--- src/rtl/mac_requant.sv ---
// Window decimator + requantizer: keeps every window_p-th accumulator sample, shifts/saturates it to
// int_out_p.frac_out_p. Define MAC_REQUANT_ROUND_EN for round-half-up instead of truncation.
module mac_requant #(
  parameter int int_in_p   = 10,
  parameter int frac_in_p  = 22,
  parameter int int_out_p  = 1,
  parameter int frac_out_p = 11,
  parameter int window_p   = 8
) (
  input  logic                                     clk_i,
  input  logic                                     reset_ni,
  input  logic signed [int_in_p+frac_in_p-1:0]     data_i,
  input  logic                                     valid_i,
  output logic                                     ready_o,
  output logic signed [int_out_p+frac_out_p-1:0]   data_o,
  output logic                                     sat_o,
  output logic                                     valid_o,
  input  logic                                     ready_i,
  input  logic                                     clear_i
);
  localparam int IN_W  = int_in_p + frac_in_p;
  localparam int OUT_W = int_out_p + frac_out_p;
  localparam int SH    = frac_in_p - frac_out_p;
  localparam int CW    = (window_p > 1) ? $clog2(window_p) : 1;

  if (frac_in_p <= frac_out_p || int_in_p < int_out_p || window_p < 1) begin : g_bad_cfg
    $error("mac_requant: illegal parameter combination");
  end

  localparam logic [CW-1:0]        LAST = CW'(window_p - 1);
  localparam logic [CW-1:0]        CLR1 = CW'((window_p > 1) ? 1 : 0);
  localparam logic signed [IN_W:0] MAXV = (IN_W+1)'((2 ** (OUT_W - 1)) - 1);
  localparam logic signed [IN_W:0] MINV = -MAXV - 1;
`ifdef MAC_REQUANT_ROUND_EN
  localparam logic signed [IN_W:0] RND  = (IN_W+1)'(1) <<< (SH - 1);
`else
  localparam logic signed [IN_W:0] RND  = '0;
`endif

  logic [CW-1:0]        cnt_r;
  logic                 last, acc, term;
  logic signed [IN_W:0] ext, rnd, shf;
  logic signed [OUT_W-1:0] q;
  logic                 q_sat;

  assign last    = (cnt_r == LAST);
  assign ready_o = !last || !valid_o || ready_i;
  assign acc     = valid_i && ready_o;
  // A clearing cycle always restarts the window, so its sample can never close one.
  assign term    = acc && last && !clear_i;

  // One guard bit keeps the rounding add from wrapping at the positive extreme.
  assign ext = {data_i[IN_W-1], data_i};
  assign rnd = ext + RND;
  assign shf = rnd >>> SH;

  always_comb begin
    q     = shf[OUT_W-1:0];
    q_sat = 1'b0;
    if (shf > MAXV) begin
      q     = MAXV[OUT_W-1:0];
      q_sat = 1'b1;
    end else if (shf < MINV) begin
      q     = MINV[OUT_W-1:0];
      q_sat = 1'b1;
    end
  end

  always_ff @(posedge clk_i) begin
    if (!reset_ni) begin
      cnt_r <= '0;
    end else if (clear_i) begin
      cnt_r <= acc ? CLR1 : '0;
    end else if (acc) begin
      cnt_r <= last ? '0 : cnt_r + CW'(1);
    end
  end

  always_ff @(posedge clk_i) begin
    if (!reset_ni) begin
      valid_o <= 1'b0;
      data_o  <= '0;
      sat_o   <= 1'b0;
    end else if (term) begin
      valid_o <= 1'b1;
      data_o  <= q;
      sat_o   <= q_sat;
    end else if (valid_o && ready_i) begin
      valid_o <= 1'b0;
    end
  end
endmodule

--- config.mk ---
export PLATFORM = sky130hd
export DESIGN_NAME = mac_requant
export DESIGN_NICKNAME = d
export VERILOG_FILES = /design/src/rtl/mac_requant.sv
export SDC_FILE = /design/constraint.sdc
export NUM_CORES = 1
export LEC_CHECK = 0
export BUFFER_PORTS_ARGS = -buffer_cell sky130_fd_sc_hd__buf_2
export CORE_MARGIN = 2
export CORE_UTILIZATION = 44
export DETAILED_ROUTE_END_ITERATION = 8
export GPL_TIMING_DRIVEN = 0
export PLACE_DENSITY = 0.93
export SETUP_SLACK_MARGIN = 0.1
export SLEW_MARGIN = 5
export SYNTH_ARGS = -nofsm -noshare
export SYNTH_HDL_FRONTEND = slang
export SYNTH_SLANG_ARGS = --single-unit
--- constraint.sdc ---
create_clock -name clk_i -period 4.35 [get_ports clk_i]
set_input_delay 0 -clock clk_i [delete_from_list [all_inputs] [get_ports clk_i]]
set_output_delay 0 -clock clk_i [all_outputs]
set_load 0.03 [all_outputs]
# Yosys cells after proc, flatten, opt, wreduce, memory -nomap -nowiden
# Cells that the tools add are included.
op_classes:
  order_cmp: 2
  reduce_logical: 11
  add_sub_neg: 1
  muxes: 10
  n_eq_ne: 1
ops:
  columns: ["operator", "count"]
  rows:
  - ["$mux W12", 2]
  - ["$gt A21 B12 Y1 const B", 1]
  - ["$lt A21 B12 Y1 const B", 1]
  - ["$mux W3", 3]
  - ["$mux W1", 5]
  - ["$logic_and A1 B1 Y1", 4]
  - ["$reduce_bool A2 Y1", 2]
  - ["$add A3 B1 Y3 const B", 1]
  - ["$eq A3 B3 Y1 const B", 1]
  - ["$logic_not A1 Y1", 3]
  - ["$logic_or A1 B1 Y1", 2]
word_totals:
  regBits: 17
  input_bits: 37
  elab_cells: 29

# Logic depth before layout (Yosys ltp)
# Gate-level depths: netlist of the first run.
logic_depth:
  ltp_word: 8
  ltp_mapped: 7
  ltp_nobuf: 6

# Least setup slack after synthesis of the first run
# No wires, ideal clock.
synth_path:
  path_kind: "register -> register"
  startpoint: "reg cnt_r[0]"
  endpoint: "reg data_o[10]"
  stages_incl_launch_ff: 8
  period_less_slack_ps: 1584
  setup_time_ps: 120
  t_arrival_ps: 1464
  setup_slack_ps: 2766
  path_cell_list: "dfxtp_1 > ha_1 > ha_1 > nand2_1 > nor3_4 > buf_2 > nor2b_1 > o31a_1"
synth_between:
  elab_chain_len: 7
synth_rtl:
  columns: ["item", "line_no", "source"]
  rows:
  - ["start: declaration", "40", "logic [CW-1:0] cnt_r;"]
  - ["start signal: assignment", "73", "cnt_r <= acc ? CLR1 : '0;"]
  - ["start signal: assignment", "75", "cnt_r <= last ? '0 : cnt_r + CW'(1);"]
  - ["$eq A3 B3 Y1 (*)", "46", "assign last = (cnt_r == LAST);"]
  - ["$logic_not A1 Y1", "47", "assign ready_o = !last || !valid_o || ready_i;"]
  - ["$logic_or A1 B1 Y1 (2 in a row)", "47", null]
  - ["$logic_and A1 B1 Y1", "48", "assign acc = valid_i && ready_o;"]
  - ["$logic_and A1 B1 Y1 (*) (2 in a row)", "50", "assign term = acc && last && !clear_i;"]
  - ["end signal: assignment", "86", "data_o <= q;"]
  - ["end: declaration", "15", "output logic signed [int_out_p+frac_out_p-1:0] data_o,"]
# Mark *: on every way between the ends. The rest lies on a longest branch, timed or not.
# A chain may end at the register's enable or synchronous reset.

# Worst setup path after layout of the first run
layout_path:
  startpoint: "reg cnt_r[0]"
  endpoint: "reg data_o[8]"
# Same word-level chain as after synthesis.

==> impl_metrics.tcl, run 1 <==
set metrics [dict create \
    status "finished, final reports clean" \
    final_cells 159 \
    die_x_um 47.0 \
    leakagePower_nw 0.553 \
    antennaDiodeCount 0 \
    min_path_type "in2reg" \
    rsz0062_at_grt "no" \
    grt_pass1_wl_um 3080 \
    yosysTopAreaCellShare_pct 41.9 \
    cp_max_fo 10 \
    h-tree-depth 1 \
    path_clk_slew_ps 100 \
    crit_top_cell "ha_1" \
    regArea_um2 340 \
    start_util_pct 47.0 \
    worst_setup_path_end_kind "flop" \
    final-hold-violation-count 0 \
    cts.sinks 17 \
    slew_viol_final 0 \
    swShare_pct 24.2 \
    ys_types 28 \
    whs_path_depth 3 \
    drt_iter0_markers 10 \
    ys_warn_count 0 \
    totalPowerFinal_mw 0.270 \
    fin_skew_ps 0.831 \
    dp_hpwl_um 1540 \
    synth_area_leaders "dfxtp_1 42%, o31a_1 9.7%, nor2b_1 8.5%" \
    die_area_um2 2210 \
    grt_overflow 0 \
    synth_edf_count 0 \
    period_minus_slack_ps 1840 \
    clock_power_share_pct 31.7 \
    p_int_mw 0.205 \
    crit_family "simple AND/OR/NAND/NOR gates" \
    fill_cells 164 \
    crit_chain "ha_1 > ha_1 > nand2_1 > nor3_4 > buf_2 > nor2b_1 > o31a_1" \
    m1WireLength_um 802 \
    critPathMaxStageDelay_ps 380 \
    drc 0 \
    cts_buffer_depth 2 \
    synth_seq_cells 17 \
    cts_inserted_buffers 3 \
    crit_cells 7 \
    grt_usage_pct 20.7 \
    comb_power_share_pct 10.1 \
    synth_area_um2 812 \
    num_vias 835 \
    drv_cap 0 \
    synth_common_cells "17 x dfxtp_1, 11 x nor2b_1, 9 x and3_1, 9 x o31a_1" \
    async_flop_share_pct 0 \
    p_switching_mw 0.0652 \
    root_buffer "clkbuf_4" \
    antenna_found_initial 0 \
    wl_met2_um 1010 \
    finalSetupTns_ps 0 \
    final_util_pct 63.8 \
    cts_tree "yes" \
    globalplace.congestion 0.748 \
    dp_cells 152 \
    crit_type "reg2reg" \
    required_ps 4540 \
    drt_wl_total_um 1990 \
    worstSkewPairLatency_ps 290 \
    powerDensity_nw_per_um2 245 \
    final_nets 174 \
    area_growth_pct 35.6 \
    multi_input_area_um2 442 \
    placementRows 15 \
    cp.arrival_ps 2030 \
    grt_max_degree 11 \
    cp_num_buf_inv 1 \
    die_y_um 47.0 \
    highest_layer "met4" \
    ys_seq_area_share_pct 41.9 \
    antenna_left 0 \
    core_um2 1730 \
    worstMarginPinSlew_ps 426 \
    vias_per_cell 5.25 \
    synth_most_common_cell "dfxtp_1" \
    grt_pass1_vias 756 \
    fmax_ghz 0.544 \
    ys.flop_type "dfxtp_1" \
    start_kind "flop" \
    ioPinCount 52 \
    syn_inst 87 \
    port-buffer-count 40 \
    finalCritPeriodShare_pct 42.3 \
    drive_above_1_share_pct 38.8 \
    irDropWorstVdd_mv 0.165 \
    crit_path_top_delay_cell "dfxtp_1" \
    r2r_cells 7 \
    synth_top_area_cell "dfxtp_1" \
    syn-mean-instance-area_um2 9.33 \
    drtPass1Iterations 4 \
    setup_viol 0 \
    wl_per_cell_um 12.5 \
    slew_headroom_pct 71.4 \
    wl_met3_um 117 \
    syn-num-nets 126 \
    power_frac_seq_pct 58.2 \
]
==> state kept, by name (all words and copies together), names as in the netlist <==
name and flops:
cnt_r 3, data_o 12, sat_o 1, valid_o 1
==> cell type report <==
cell class	instances	area share [%]
buffer	5	2.73
clock buffer	3	2.05
clock inverter	1	0.455
multi-input combinational	65	40.1
sequential	17	30.9
tap	25	2.84
timing repair buffer	43	20.9
==> final timing paths <==
check        slack, ps                endpoint                  start
max               2510  data_o[8]$_SDFFE_PN0P_  cnt_r[0]$_SDFFE_PN0P_
min                 20  data_o[0]$_SDFFE_PN0P_             data_i[11]
max reg2reg       2510  data_o[8]$_SDFFE_PN0P_  cnt_r[0]$_SDFFE_PN0P_
min reg2reg        470   cnt_r[1]$_SDFFE_PN0P_  cnt_r[1]$_SDFFE_PN0P_
==> power by group through the flow <==
stage | clock, mW | combinational [mW] | sequential, mW
2_1_floorplan | 0 | 0.00842 | 0.160
3_3_place_gp | 0 | 0.0230 | 0.161
3_5_place_dp | 0 | 0.0248 | 0.161
4_1_cts | 0.0884 | 0.0269 | 0.157
5_1_grt | 0.0944 | 0.0298 | 0.157
6_report | 0.0856 | 0.0272 | 0.157
==> metrics by stage <==
step                      setup slack, ps  hold slack, ps  area, um^2
after global routing                 2420            9.73        1100
after CTS                            2510            6.46        1100
after floorplan                      2770             128         812
final                                2510            20.3        1100
after global placement               2600             283        1040
after detailed placement             2520             311        1040
==> cell families (layout without fill, tap and decap cells) <==
kind of cell,Yosys count,count (layout),synth area share [%]
adder cells (fa/ha/maj),2,2,3.08
buffers and inverters,5,52,3.70
AO/OA/AOI/OAI,23,23,20.5
flip-flops,17,17,41.9
AND/OR/NAND/NOR,39,39,29.6
multiplexers,1,1,1.23
==> timing repair <==
| action | in CTS | in global routing |
|---|---|---|
| buffers inserted | 0 | 0 |
| resized for setup | 0 | 0 |
| endpoints found under the hold margin | 4 | 0 |
| hold buffers | 3 | 0 |
==> cell usage in the layout, fill, tap and decap left out, drive strengths merged <==
master	n
buf	43
dfxtp	17
nor2b	11
and3	9
o31a	9
nand2	6
a21oi	6
clkbuf	5
nand3	3
dlygate4sd3	3
nand3b	2
nor2	2
o21ai	2
ha	2
nor3	2
nand4	1
o31ai	1
nor4	1
a31oi	1
nand2b	1
mux2i	1
o221a	1
o21a	1
o211ai	1
a21boi	1
and2	1
clkinv	1
==> tightest hold or removal path, delay by kind of cell <==
| kind | cells | cell delay [ps] |
|---|---|---|
| AO/OA/AOI/OAI | 2 | 190 |
| buffers and inverters | 1 | 90 |
==> metal layers <==
layer / vias up / GRT usage, %
met3: 5 / 3.85
met4: 0 / 13.9
li1: 416 / -
met2: 38 / 36.2
met1: 376 / 22.6
met5: - / 0
Power figures use the tool's default switching activity.
==> inputs of run 2 (changes only) <==
Settings changed: CORE_UTILIZATION 44 to 37, PLACE_DENSITY 0.93 to 0.84.
Clock period 4.35 ns to 1.5 ns, I/O delays scaled along.
==> run 2 against run 1 <==
The flow now finishes with violations (negative setup slack); clock-buffer cell count rose by 1; total power rose to 2.9 times the previous value; clock power rose to 2.9 times the previous value; via count is 4.7% higher; worst setup slack got worse by 2500 ps; global-route usage shrank 2.1 points; sequential power rose to 2.9 times the previous value; worst hold slack worse by 6.9 ps; clock skew grew 6.4 ps; die area up 17%; critical path type unchanged; largest cell class unchanged.
==> impl_metrics.tcl, run 2 (synthesis gave the netlist of run 1 again) <==
set metrics [dict create \
    grt_pass1_wl_um 3530 \
    rsz0062_at_grt "yes" \
    worst_setup_path_end_kind "flop" \
    final_util_pct 65.9 \
    period_minus_slack_ps 1540 \
    fmax_ghz 0.651 \
    cts_inserted_buffers 3 \
    crit_cells 8 \
    r2r_cells 8 \
    drc 0 \
    slew_headroom_pct 67.2 \
    power_frac_seq_pct 57.7 \
    cts_buffer_depth 2 \
    grt_max_degree 11 \
    grt_usage_pct 18.6 \
    final-hold-violation-count 0 \
    crit_top_cell "ha_4" \
    largest_register "data_o" \
    p_int_mw 0.601 \
    largest_reg_flops 12 \
    drt_iter0_markers 9 \
    reg2reg_slack_ps -40 \
    wl_per_cell_um 14.2 \
    die_area_um2 2590 \
    cp.arrival_ps 1720 \
    required_ps 1680 \
    comb_power_share_pct 11.2 \
    violations "negative setup slack" \
    top_regs "data_o x12, cnt_r x3" \
    die_y_um 50.8 \
    grt_overflow 0 \
    fin_ws_ps -35.1 \
    vias_per_cell 5.17 \
    port-buffer-count 40 \
    cp_max_fo 6 \
    irDropWorstVdd_mv 0.407 \
    antennaDiodeCount 0 \
    drv_cap 0 \
    fin_skew_ps 7.20 \
    root_buffer "clkbuf_4" \
    h-tree-depth 1 \
    min_to "data_o[0]$_SDFFE_PN0P_" \
    cp_num_buf_inv 2 \
    min_path_type "in2reg" \
    slew_viol_final 0 \
    setup_viol 5 \
    status "complete, but fails checks" \
    cts_tree "yes" \
    leakagePower_nw 0.596 \
    r2r_end "data_o[7]$_SDFFE_PN0P_" \
    powerDensity_nw_per_um2 594 \
    globalplace.congestion 0.730 \
    core_um2 2020 \
    ioPinCount 52 \
    drtPass1Iterations 4 \
    start_kind "flop" \
    path_clk_slew_ps 100 \
    crit_chain "ha_4 > ha_4 > nand2_4 > nor3_4 > buf_12 > buf_6 > nor2b_2 > o31a_1" \
    whs_path_depth 3 \
    antenna_found_initial 0 \
    drive_above_1_share_pct 57.7 \
    crit_type "reg2reg" \
    critPathMaxStageDelay_ps 370 \
    final_nets 182 \
    crit_family "flip-flops" \
    die_x_um 50.8 \
    antenna_left 0 \
    crit_path_top_delay_cell "dfxtp_2" \
    finalCritPeriodShare_pct 102 \
    start_util_pct 40.2 \
    placementRows 16 \
    cts.sinks 17 \
    fill_cells 157 \
    p_switching_mw 0.191 \
    drt_wl_total_um 2410 \
    area_growth_pct 64.1 \
    num_vias 874 \
    rr_startpoint "cnt_r[0]$_SDFFE_PN0P_" \
    worstSkewPairLatency_ps 290 \
    swShare_pct 24.1 \
    dp_hpwl_um 1610 \
    min_from "data_i[11]" \
    totalPowerFinal_mw 0.792 \
    mostFrequentLayoutCell "buf_2" \
    clock_power_share_pct 31.1 \
    grt_pass1_vias 830 \
    mostFrequentLayoutCells "39 x buf_2, 14 x dfxtp_1, 9 x and3_4, 9 x o31a_1" \
    worstMarginPinSlew_ps 492 \
]
## run 2: cell count changes in the layout (fill, tap and decap cells not counted), moves of 3 or more
| cell | previous run | this run |
|---|---|---|
| dfxtp_2 | 0 | 3 |
| nor2b_2 | 0 | 5 |
| buf_2 | 42 | 39 |
| and3_4 | 0 | 9 |
| nor2b_1 | 11 | 6 |
| dfxtp_1 | 17 | 14 |
| and3_1 | 9 | 0 |
| buf_4 | 0 | 4 |
| buf_6 | 1 | 4 |
## run 2: how the worst max path moves through the flow
| stage | start | to | slack, ps |
|---|---|---|---|
| floorplan | cnt_r[1]$_SDFFE_PN0P_ | sat_o$_SDFFE_PN0P_ | -30 |
| global placement | cnt_r[0]$_SDFFE_PN0P_ | sat_o$_SDFFE_PN0P_ | -160 |
| detailed placement | cnt_r[0]$_SDFFE_PN0P_ | sat_o$_SDFFE_PN0P_ | -180 |
| CTS | cnt_r[0]$_SDFFE_PN0P_ | data_o[2]$_SDFFE_PN0P_ | -10 |
| global route | cnt_r[0]$_SDFFE_PN0P_ | data_o[7]$_SDFFE_PN0P_ | -80 |
| finish | cnt_r[0]$_SDFFE_PN0P_ | data_o[7]$_SDFFE_PN0P_ | -40 |
## run 2: metal layers
metal,part of all wire [%],vias up,GRT usage (%)
li1,-,431,-
met1,41,408,21.1
met2,53,31,33.8
met3,3.9,4,1.75
met4,2.1,0,10.8
met5,0,-,0
## run 2: metrics by stage
step | TNS, ps | worst slack, ps | hold slack [ps] | std cells | area (um^2)
2_1_floorplan | -73.7 | -25.7 | 128 | 87 | 858
3_3_place_gp | -1300 | -157 | 284 | 154 | 1090
3_5_place_dp | -1760 | -182 | 306 | 154 | 1090
4_1_cts | -50.9 | -14.1 | 2.99 | 167 | 1300
5_1_grt | -478 | -77.8 | 6.73 | 169 | 1330
6_report | -71.4 | -35.1 | 13.4 | 169 | 1330
## run 2: repair_timing
action | 4_1_cts | 5_1_grt
endpoints found under the hold margin | 3 | 0
buffers inserted | 6 | 2
pin swaps | 17 | 1
gates resized for setup | 22 | 5
hold buffers | 3 | 0
setup endpoints to repair | 14 | 17
cloned | 1 | 0
## run 2: worst register-to-register path, stage by stage (launching register included)
cell     delay [ps]
dfxtp_2         370
ha_4            140
ha_4            130
nand2_4          50
nor3_4          150
buf_12          160
buf_6           110
nor2b_2          40
o31a_1          290
## run 2: power groups by stage
stage | Clock [mW] | Sequential (mW) | Combinational, mW
2_1_floorplan | 0 | 0.467 | 0.0256
3_3_place_gp | 0 | 0.467 | 0.0695
3_5_place_dp | 0 | 0.467 | 0.0740
4_1_cts | 0.252 | 0.457 | 0.0862
5_1_grt | 0.277 | 0.457 | 0.0954
6_report | 0.247 | 0.457 | 0.0886
## run 2: layout make-up
type                       instances  area, um^2  area share, %
buffer                             4        38.8           2.91
timing repair buffer              52         348           26.1
multi-input combinational         65         542           40.7
tap                               27        33.8           2.54
clock buffer                       4        26.3           1.97
sequential                        17         344           25.8
==> inputs of run 3 (changes only) <==
Settings changed: CORE_UTILIZATION 37 to 44, PLACE_DENSITY 0.84 to 0.93.
Clock period 1.5 ns to 2 ns, I/O delays scaled along.
==> run 3 against run 2 <==
The flow now finishes without violations; final area shrank 16%; non-clock buffer count shrank 6; combinational power shrank 33%; worst hold slack gained 4.6 ps; highest routed layer unchanged; clock-buffer cell count shrank 1; worst setup slack gained 240 ps; utilization shrank 1.3 points; final cell count shrank 4.7%; die area shrank 15%; routed wire length shrank 15%; sequential power shrank 25%; sequential share of layout area grew 4.7 points.
==> impl_metrics.tcl, run 3 (synthesis gave the netlist of run 1 again) <==
set metrics [dict create \
    wl_per_cell_um 12.8 \
    die_x_um 47.0 \
    worstMarginPinSlew_ps 431 \
    drtPass1Iterations 4 \
    grt_max_degree 11 \
    crit_top_cell "ha_1" \
    fin_skew_ps 2.72 \
    grt_pass1_vias 756 \
    root_buffer "clkbuf_4" \
    irDropWorstVdd_mv 0.361 \
    top_regs "data_o x12, cnt_r x3" \
    whs_path_depth 3 \
    drt_iter0_markers 11 \
    antennaDiodeCount 0 \
    die_y_um 47.0 \
    cts_buffer_depth 2 \
    port-buffer-count 40 \
    leakagePower_nw 0.564 \
    finalSetupTns_ps 0 \
    drc 0 \
    cts_inserted_buffers 3 \
    drive_above_1_share_pct 39.7 \
    status "finished, final reports clean" \
    cts.sinks 17 \
    design_area_um2 1120 \
    slew_headroom_pct 71.1 \
    place_ws_ps 175 \
    core_um2 1730 \
    final_util_pct 64.6 \
    h-tree-depth 1 \
    required_ps 2190 \
    vias_per_cell 5.26 \
    cp_max_fo 10 \
    period_minus_slack_ps 1800 \
    globalplace.congestion 0.748 \
    dpl-instance-area_um2 1040 \
    path_clk_slew_ps 100 \
    rsz0062_at_grt "no" \
    cts_tree "yes" \
    totalPowerFinal_mw 0.588 \
    ioPinCount 52 \
    area_growth_pct 37.4 \
    mostFrequentLayoutCells "42 x buf_2, 17 x dfxtp_1, 11 x nor2b_1" \
    placementRows 15 \
    powerDensity_nw_per_um2 526 \
    setup_viol 0 \
    num_vias 847 \
    largest_reg_flops 12 \
    grt_pass1_wl_um 3080 \
    antenna_found_initial 0 \
    start_util_pct 47.0 \
    fmax_ghz 0.556 \
    grt_overflow 0 \
    largest_register "data_o" \
    cts_resized 0 \
    drv_cap 0 \
    dp_hpwl_um 1540 \
    mostFrequentLayoutCell "buf_2" \
    slew_viol_final 0 \
    r2r_cells 7 \
    crit_chain "ha_1 > ha_1 > nand2_1 > nor3_4 > buf_2 > nor2b_1 > o31a_1" \
    grt_usage_pct 20.7 \
    start_kind "flop" \
    crit_path_top_delay_cell "dfxtp_1" \
    drt_wl_total_um 2050 \
    worst_setup_path_end_kind "flop" \
    die_area_um2 2210 \
    cp.arrival_ps 1990 \
    critPathMaxStageDelay_ps 380 \
    multi_input_area_um2 442 \
    regArea_um2 340 \
    antenna_left 0 \
    final-hold-violation-count 0 \
    fin_ws_ps 203 \
    crit_type "reg2reg" \
    final_nets 176 \
    finalCritPeriodShare_pct 89.9 \
    min_path_type "in2reg" \
    worstSkewPairLatency_ps 290 \
    fill_cells 161 \
]
-- run 3: cell types whose count changed in the layout (fill, tap and decap cells not counted), sizes merged --
cell    before  now
buf         51   45
clkinv       0    1
clkbuf       6    5
-- run 3: per-stage QoR --
step | std cells | hold WS [ps]
CTS | 159 | 6.46
global route | 161 | 9.73
global placement | 152 | 283
floorplan | 87 | 128
finish | 161 | 18.0
detailed placement | 152 | 311
-- run 3: final cells by class --
| cell class | instances | share of cell area [%] |
|---|---|---|
| Sequential cell | 17 | 30.5 |
| Timing Repair Buffer | 45 | 22.0 |
| Clock buffer | 3 | 2.02 |
| Clock inverter | 1 | 0.448 |
| Buffer | 5 | 2.69 |
| Multi-Input combinational cell | 65 | 39.6 |
| Tap cell | 25 | 2.80 |
-- run 3: timing repair --
item,in CTS,in global routing
hold endpoints to repair,4,0
endpoints found under the setup margin,0,4
buffers inserted,0,2
hold buffers,3,0
-- run 3: final timing paths --
| kind | from | endpoint | slack [ps] |
|---|---|---|---|
| min | data_i[11] | data_o[0]$_SDFFE_PN0P_ | 20 |
| max reg2reg | cnt_r[0]$_SDFFE_PN0P_ | data_o[8]$_SDFFE_PN0P_ | 200 |
| max | cnt_r[0]$_SDFFE_PN0P_ | data_o[8]$_SDFFE_PN0P_ | 200 |
| min reg2reg | cnt_r[1]$_SDFFE_PN0P_ | cnt_r[1]$_SDFFE_PN0P_ | 470 |
-- run 3: critical path, delay by kind of cell, from the launching register on --
kind / cells / cell delay [ps]
adders and majority gates: 2 / 360
DFF: 1 / 380
and+or+nand+nor: 3 / 450
buffers and inverters: 1 / 240
AOI/OAI and AO/OA: 1 / 270
-- run 3: routing by layer --
layer	vias to the layer above	routed length, um	global-route usage, %
li1	421	-	-
met1	388	828	22.6
met2	33	1060	36.2
met3	5	109	3.85
met4	0	54	13.9
met5	-	0	0
-- run 3: power breakdown --
group	internal, mW	switching (mW)
logic	0.0304	0.0290
registers	0.340	0.00147
clock network	0.0745	0.112
total	0.445	0.143
